==> src/rtl/lamp_safety_monitor.sv <==
// lamp_safety_monitor: checks one-hot lamp codes, phase transitions and dwell time, forcing HOLD on fault
module lamp_safety_monitor #(
  parameter int MAX_DWELL = 56,
  parameter int CNT_W = 8
) (
  input  logic       clk,
  input  logic       reset,
  input  logic [3:0] lampA_in,
  input  logic [3:0] lampB_in,
  input  logic       fault_clr,
  output logic [3:0] lampA_out,
  output logic [3:0] lampB_out,
  output logic       fault,
  output logic [2:0] fault_code,
  output logic [1:0] fault_dir
);
  localparam logic [3:0] HOLD = 4'b0010;
  localparam logic [3:0] P1 = 4'b0100;
  localparam logic [3:0] P2 = 4'b1000;
  localparam logic [3:0] P3 = 4'b0001;
  localparam logic [CNT_W-1:0] DWELL_MAX = CNT_W'(MAX_DWELL);
  localparam logic [CNT_W-1:0] ARM_LAST = CNT_W'(MAX_DWELL - 1);
  localparam logic [CNT_W-1:0] ONE = CNT_W'(1);
  typedef enum logic [1:0] {ARM, RUN, FAULT} state_t;
  function automatic logic valid(input logic [3:0] c);
    return c == HOLD || c == P1 || c == P2 || c == P3;
  endfunction
  function automatic logic legal(input logic [3:0] p, input logic [3:0] n);
    return p == n || (p == HOLD && (n == P1 || n == P2)) || (p == P1 && n == HOLD) ||
           (p == P2 && n == P3) || (p == P3 && n == HOLD);
  endfunction
  function automatic logic [CNT_W-1:0] next_dwell(input logic [CNT_W-1:0] d, input logic same);
    return !same ? ONE : (d == '1 ? d : d + ONE);
  endfunction
  state_t state_q, state_d;
  logic [3:0] out_a_q, out_a_d, out_b_q, out_b_d, prev_a_q, prev_a_d, prev_b_q, prev_b_d;
  logic [CNT_W-1:0] dwell_a_q, dwell_a_d, dwell_b_q, dwell_b_d, arm_q, arm_d;
  logic fault_q, fault_d;
  logic [2:0] code_q, code_d, cause;
  logic [1:0] dir_q, dir_d, enc, trn, dwl, cause_dir;
  logic same_a, same_b;
  assign same_a = lampA_in == prev_a_q;
  assign same_b = lampB_in == prev_b_q;
  assign enc = {!valid(lampB_in), !valid(lampA_in)};
  assign trn = {!legal(prev_b_q, lampB_in), !legal(prev_a_q, lampA_in)};
  assign dwl = {same_b && dwell_b_q == DWELL_MAX, same_a && dwell_a_q == DWELL_MAX};
  assign cause = |enc ? 3'd1 : |trn ? 3'd2 : |dwl ? 3'd3 : 3'd0;
  assign cause_dir = |enc ? enc : |trn ? trn : dwl;
  always_comb begin
    state_d = state_q;
    out_a_d = HOLD;
    out_b_d = HOLD;
    prev_a_d = prev_a_q;
    prev_b_d = prev_b_q;
    dwell_a_d = dwell_a_q;
    dwell_b_d = dwell_b_q;
    arm_d = arm_q;
    fault_d = fault_q;
    code_d = code_q;
    dir_d = dir_q;
    case (state_q)
      ARM: begin
        if (lampA_in == HOLD && lampB_in == HOLD) begin
          state_d = RUN;
          prev_a_d = HOLD;
          prev_b_d = HOLD;
          dwell_a_d = ONE;
          dwell_b_d = ONE;
        end else if (arm_q == ARM_LAST) begin
          state_d = FAULT;
          fault_d = 1'b1;
          code_d = 3'd3;
          dir_d = 2'b11;
        end else begin
          arm_d = arm_q + ONE;
        end
      end
      RUN: begin
        if (cause != 3'd0) begin
          state_d = FAULT;
          fault_d = 1'b1;
          code_d = cause;
          dir_d = cause_dir;
        end else begin
          out_a_d = lampA_in;
          out_b_d = lampB_in;
          prev_a_d = lampA_in;
          prev_b_d = lampB_in;
          dwell_a_d = next_dwell(dwell_a_q, same_a);
          dwell_b_d = next_dwell(dwell_b_q, same_b);
        end
      end
      FAULT: begin
        if (fault_clr) begin
          state_d = ARM;
          fault_d = 1'b0;
          code_d = 3'd0;
          dir_d = 2'b00;
          arm_d = '0;
        end
      end
      default: state_d = ARM;
    endcase
  end
  always_ff @(posedge clk) begin
    if (reset) begin
      state_q <= ARM;
      out_a_q <= HOLD;
      out_b_q <= HOLD;
      prev_a_q <= HOLD;
      prev_b_q <= HOLD;
      dwell_a_q <= '0;
      dwell_b_q <= '0;
      arm_q <= '0;
      fault_q <= 1'b0;
      code_q <= 3'd0;
      dir_q <= 2'b00;
    end else begin
      state_q <= state_d;
      out_a_q <= out_a_d;
      out_b_q <= out_b_d;
      prev_a_q <= prev_a_d;
      prev_b_q <= prev_b_d;
      dwell_a_q <= dwell_a_d;
      dwell_b_q <= dwell_b_d;
      arm_q <= arm_d;
      fault_q <= fault_d;
      code_q <= code_d;
      dir_q <= dir_d;
    end
  end
  assign lampA_out = out_a_q;
  assign lampB_out = out_b_q;
  assign fault = fault_q;
  assign fault_code = code_q;
  assign fault_dir = dir_q;
endmodule

==> config.mk <==
export PLATFORM = sky130hd
export DESIGN_NAME = lamp_safety_monitor
export DESIGN_NICKNAME = d
export VERILOG_FILES = /design/src/rtl/lamp_safety_monitor.sv
export SDC_FILE = /design/constraint.sdc
export NUM_CORES = 1
export LEC_CHECK = 0
export ABC_AREA = 1
export BUFFER_PORTS_ARGS = -buffer_cell sky130_fd_sc_hd__buf_2
export CAP_MARGIN = 40
export CORE_UTILIZATION = 59
export CTS_BUF_LIST = sky130_fd_sc_hd__clkbuf_8 sky130_fd_sc_hd__clkbuf_16
export DETAILED_ROUTE_END_ITERATION = 8
export GPL_TIMING_DRIVEN = 0
export PLACE_DENSITY = 0.79
export SLEW_MARGIN = 5
export SYNTH_ARGS = -nofsm -noshare
export SYNTH_HDL_FRONTEND = slang
export SYNTH_SLANG_ARGS = --single-unit
==> constraint.sdc <==
create_clock -name clk -period 1.85 [get_ports clk]
set_input_delay 0.185 -clock clk [delete_from_list [all_inputs] [get_ports clk]]
set_output_delay 0.185 -clock clk [all_outputs]
set_load 0.01 [all_outputs]
Word level (Yosys, flattened, before mapping)
Cells that the tools add are included.
Cells by class
  add/sub/neg operators: 3
  eq/ne operators: 37
  muxes and demuxes: 42
  bitwise logic cells: 1
  reduce and logical (&&, ||, !) cells: 46
Operators with widths (number)
  $mux 8: 10
  $pmux 8 s2: 3
  $add 8x1->8 const B: 3
  $eq 8x6->1 const B: 3
  $mux 2: 12
  $eq 4x1->1 const B: 4
  $eq 4x2->1 const B: 4
  $eq 4x3->1 const B: 4
  $eq 4x4->1: 4
  $eq 4x4->1 const B: 4
  $eq 8x8->1 const B: 2
  $logic_or 1x1->1: 16
  $pmux 4 s2: 2
  $ne 2x2->1 const B: 7
  $mux 3: 4
  $mux 4: 3
  $pmux 2 s3: 2
  $reduce_and 4->1: 3
  $logic_and 1x1->1: 11
  $ne 3x3->1 const B: 3
  $pmux 3 s3: 1
  $reduce_and 3->1: 2
  $reduce_bool 3->1: 2
  $reduce_or 2->1: 3
  10 further kinds: 17
Storage, ports and cells
  register bits: 48
  bits of input ports: 11
  output and inout bits: 14
  logic and storage cells: 140

Longest topological paths before layout
  word-level depth: 14
  depth in mapped cells: 13

Worst setup path after synthesis
OpenSTA, ideal clock, no wires.
  path type: register to register
  from: reg dwell_b_q[0]
  to: reg dwell_a_q[0]
  arrival time: 1.484 ns
  setup slack: 0.253 ns
  cell stages (with the launch flop): 13
  buffers on the path: 1
  period minus slack after synthesis: 1.597 ns
  cell sequence: dfxtp_1 -> inv_1 -> ha_1 -> nand2_1 -> nand3b_1 -> nor2_1 -> nor2_2 -> nand4_4 -> nand2_4 -> buf_6 -> nand3_1 -> nor2_1 -> nor2_1
Between the ends
  word-level cells in the longest chain between the ends: 9
Ends and longest elaborated chain
  from (decl): line 37  | logic [CNT_W-1:0] dwell_a_q, dwell_a_d, dwell_b_q, dwell_b_d, arm_q, arm_d;
  from (signal assigned): line 125  | dwell_b_q <= dwell_b_d;
  $eq 8x6->1: line 46  | assign dwl = {same_b && dwell_b_q == DWELL_MAX, same_a && dwell_a_q == DWELL_MAX};
  $logic_and 1x1->1: line 46
  $reduce_or 2->1: line 47  | assign cause = |enc ? 3'd1 : |trn ? 3'd2 : |dwl ? 3'd3 : 3'd0;
  $mux 2 (3 in a row): line 47
  $reduce_bool 3->1: line 79  | if (cause != 3'd0) begin
  $ne 2x2->1 (no source line)
  $reduce_and 4->1 (no source line)
  to (signal assigned): line 124  | dwell_a_q <= dwell_a_d;
  to (decl): line 37
No other way between the ends.
A chain may end at the register's enable or synchronous reset.

Worst setup path after layout
  from: reg prev_a_q[1]
  to: reg prev_b_q[0]
Between the ends
  word-level cells in the longest chain between the ends: 13
  elaborated cells on any way between the ends: 24
  those cells by class: eq/ne: 7; mux: 3; reduce/logical: 14
Ends and longest elaborated chain
  from (decl): line 36  | logic [3:0] out_a_q, out_a_d, out_b_q, out_b_d, prev_a_q, prev_a_d, prev_b_q, prev_b_d;
  from (signal assigned): line 122  | prev_a_q <= prev_a_d;
  $eq 4x2->1: line 29  | return p == n || (p == HOLD && (n == P1 || n == P2)) || (p == P1 && n == HOLD) ||
  $logic_and 1x1->1: line 29
  $logic_or 1x1->1 (3 in a row): line 29
  $logic_or 1x1->1: line 30  | (p == P2 && n == P3) || (p == P3 && n == HOLD);
  $logic_not 1->1: line 45  | assign trn = {!legal(prev_b_q, lampB_in), !legal(prev_a_q, lampA_in)};
  $reduce_or 2->1: line 47
  $mux 2 * (2 in a row): line 47
  $reduce_bool 3->1 *: line 79
  $ne 2x2->1 (no source line) *
  $reduce_and 3->1 (no source line) *
  to (signal assigned): line 123  | prev_b_q <= prev_b_d;
  to (decl): line 36
Every way passes the cells marked *; elsewhere a longest branch is shown, timed or not.

==> flow_summary.json <==
{
  "run_status": "finished with violations",
  "violations": "setup timing",
  "fin_crit_sh_pct": 102.0,
  "pwr-share-seq_pct": 55.7,
  "drtIter0Drc": 169,
  "synthCells": 410,
  "fin_crit_ns": 1.888,
  "fin_skew_ns": 0.01133,
  "critPathMaxFanout": 6,
  "cts_tree": "yes",
  "vias": 2831,
  "crit_path_cell_trace": "inv_2 -> nand2_1 -> nand2_1 -> nor2_1 -> nand2_2 -> nor2_2 -> nor2_4 -> nand4_4 -> nand2_8 -> clkbuf_16 -> o21ai_1 -> a21oi_1",
  "synth_top_cell_by_area": "dfxtp_1",
  "final-setup-viol-count": 12,
  "synth.avg_cell_area_um2": 6.552,
  "gr-usage-all-layers_pct": 26.18,
  "htreeDepth": 2,
  "hold_class": "primary input to register",
  "swShare_pct": 25.60,
  "crit_start": "prev_a_q[1]$_SDFFE_PP1P_",
  "die_x_um": 69.48,
  "grt_pass1_vias": 2428,
  "setup_ws_ns": -0.03765,
  "p_per_area_nw_per_um2": 564.9,
  "synthTopCellsByArea": "dfxtp_1 (35%), nand2_1 (15%), nor2_1 (8.7%)",
  "hold_viol": 0,
  "hpwl_um": 4398,
  "ys_types": 34,
  "wirelength_um": 6742,
  "start_util_pct": 61.70,
  "grt_pass1_wl_um": 10280,
  "slowest_stage": "dfxtp_1",
  "vdd_drop_max_mv": 0.3367,
  "cts.sinks": 47,
  "clk_pin_slew_ns": 0.10,
  "num_antenna_cells": 0,
  "via_per_inst": 5.573,
  "final_core_util_pct": 75.14,
  "clkPwrFrac_pct": 36.4,
  "rrSetupSlack_ns": -0.04,
  "cts_buffer_depth": 2,
  "nFillCells": 355,
  "finalInstanceArea_um2": 3272,
  "critPathBufInv": 2,
  "nNetsFinal": 471,
  "synth_top_area_share_pct": 35.03,
  "yosysSeqAreaShare_pct": 35.03,
  "area_delta_synth_final_pct": 21.80,
  "worst_path_dominant_cell_family": "simple AND/OR/NAND/NOR gates",
  "reg2reg_to": "prev_b_q[0]$_SDFFE_PP0P_",
  "cp-start-kind": "register",
  "grt_setup_unrepaired": "yes",
  "syn-num-nets": 426,
  "clockRootBuffer": "clkbuf_8",
  "drv_slew": 0,
  "power_mw": 1.848,
  "pin_count": 25,
  "drcViolationCount": 0,
  "path_class": "register to register",
  "core-area_um2": 4354,
  "crit_end": "prev_b_q[0]$_SDFFE_PP0P_",
  "power_leakage_nw": 1.409,
  "place_congestion": 0.8837,
  "die_y_um": 69.48,
  "cts_buffers": 5,
  "endpoint_kind": "register",
  "ys.flop_type": "dfxtp_1",
  "fmax_ghz": 0.5298,
  "cp.depth": 12,
  "path_common_cell": "nand2_1",
  "row_count": 24,
  "syn_area_um2": 2686,
  "synthTopCellsByCount": "nand2_1 (106), nor2_1 (62), dfxtp_1 (47), inv_1 (44), a21oi_1 (31)",
  "cp.required_ns": 2.06,
  "ys_warn_count": 0,
  "drv_cap": 0,
  "grt_max_degree": 16,
  "yosysMostFrequentCell": "nand2_1",
  "async_reset_ff_share_pct": 0,
  "worst_slew_pin_slew_ns": 0.5665,
  "comb_power_share_pct": 7.8,
  "r2r_cells": 12,
  "cts_hold_buf": 0,
  "antenna_found_initial": 0,
  "max_stage_delay_ns": 0.38,
  "antenna_left": 0,
  "relSlewSlack_pct": 62.23,
  "synth_edf_count": 0,
  "grt.overflow.total": 0,
  "critPathArrivalTime_ns": 2.10,
  "power.internal_mw": 1.375,
  "routedWlPerCell_um": 13.27,
  "drive_above_1_share_pct": 23.46,
  "place_area_um2": 2867,
  "rr_startpoint": "prev_a_q[1]$_SDFFE_PP1P_",
  "power_switching_mw": 0.4731,
  "synth_seq_cells": 47,
  "dieArea_um2": 4827,
  "insertion_delay_ns": 0.31,
  "dr.pass1.iters": 4,
  "io_buffers": 23
}
registers in the layout, summed over array words and instances (netlist names), 2 cells and up:
name        flops
arm_q           8
dwell_a_q       8
dwell_b_q       8
fault_code      2
fault_dir       2
lampA_out       4
lampB_out       4
prev_a_q        4
prev_b_q        4
state_q         2
layout by cell type, fill, tap and decap left out, types with 2 or more instances in the layout:
| cell | count |
|---|---|
| o211ai_1 | 3 |
| a21oi_1 | 30 |
| clkbuf_1 | 3 |
| nand4_1 | 16 |
| clkinvlp_4 | 2 |
| xor2_1 | 9 |
| xnor2_1 | 2 |
| inv_2 | 13 |
| o21ai_1 | 11 |
| clkbuf_16 | 3 |
| nand3_2 | 3 |
| buf_4 | 13 |
| nor2_1 | 56 |
| nor3b_1 | 2 |
| nand2_1 | 104 |
| nor2_2 | 7 |
| ha_1 | 4 |
| dfxtp_1 | 38 |
| nor3_1 | 2 |
| nand2_2 | 4 |
| nand2_4 | 3 |
| nor3_2 | 6 |
| a31oi_1 | 2 |
| nand3_1 | 18 |
| o21ai_0 | 6 |
| clkbuf_8 | 6 |
| inv_1 | 39 |
| dfxtp_2 | 9 |
| buf_8 | 3 |
| buf_2 | 23 |
| nor2_4 | 4 |
power groups by stage:
stage	Sequential, mW	Combinational, mW	Clock (mW)
floorplan	1.05	0.0892	0
global placement	1.05	0.132	0
detailed placement	1.05	0.135	0
CTS	1.03	0.136	0.687
global route	1.03	0.160	0.721
finish	1.03	0.145	0.674
timing repair:
action / CTS / global route
resized for setup: 0 / 46
endpoints found under the setup margin: 0 / 38
buffers inserted: 0 / 11
endpoints found under the hold margin: 0 / 0
layer usage:
layer,track usage (%),share of wire (%),vias up
met5,0,0,-
met4,11.34,2.4,0
met3,4.651,3.4,20
met2,46.93,52,67
met1,30.26,42,1336
li1,-,-,1408
stage by stage:
| step | hold WS (ns) | setup TNS [ns] | instances | setup WS [ns] |
|---|---|---|---|---|
| floorplan | 0.2746 | 0 | 410 | 0.2532 |
| global placement | 0.4501 | 0 | 485 | 0.04901 |
| detailed placement | 0.4455 | 0 | 485 | 0.03291 |
| finish | 0.1264 | -0.1519 | 508 | -0.03765 |
| CTS | 0.1162 | 0 | 493 | 0.0006390 |
| global route | 0.1424 | -3.944 | 508 | -0.1483 |
cell families after synthesis:
family,share of synthesized area [%]
AOI/OAI and AO/OA,10.90
xor gates and xnor gates,3.587
DFF,35.03
buffers and inverters,9.315
other,0.1396
adders and majority gates,2.329
and+or+nand+nor,38.71
layout make-up:
class                   instances  area [um2]  share of cell area, %
well taps                      52       65.06                  1.989
clock inverters                 2       16.27                 0.4971
multi-input cells             303        1609                  49.18
inverters                      53       202.7                  6.195
flip-flops and latches         47       952.2                  29.10
repair buffers                 37       272.8                  8.337
clock buffers                   6       82.58                  2.524
plain buffers                   8       71.32                  2.180
worst register-to-register path: stages (launching register included):
cell and delay (ns):
dfxtp_1 0.38, inv_2 0.07, nand2_1 0.08, nand2_1 0.06, nor2_1 0.12, nand2_2 0.12
nor2_2 0.20, nor2_4 0.07, nand4_4 0.17, nand2_8 0.12, clkbuf_16 0.20, o21ai_1 0.14
a21oi_1 0.05
worst min path at each step:
stage	startpoint	end	slack [ns]	depth (start not counted)
CTS	reset	lampB_out[1]$_SDFF_PP1_	0.12	3
floorplan	lampA_in[1]	lampA_out[1]$_SDFF_PP1_	0.27	2
finish	reset	lampB_out[1]$_SDFF_PP1_	0.13	3
global placement	reset	lampB_out[1]$_SDFF_PP1_	0.45	3
detailed placement	reset	lampB_out[1]$_SDFF_PP1_	0.45	3
global route	reset	lampA_out[1]$_SDFF_PP1_	0.14	3
No activity file was read; power rests on OpenSTA's default activity.
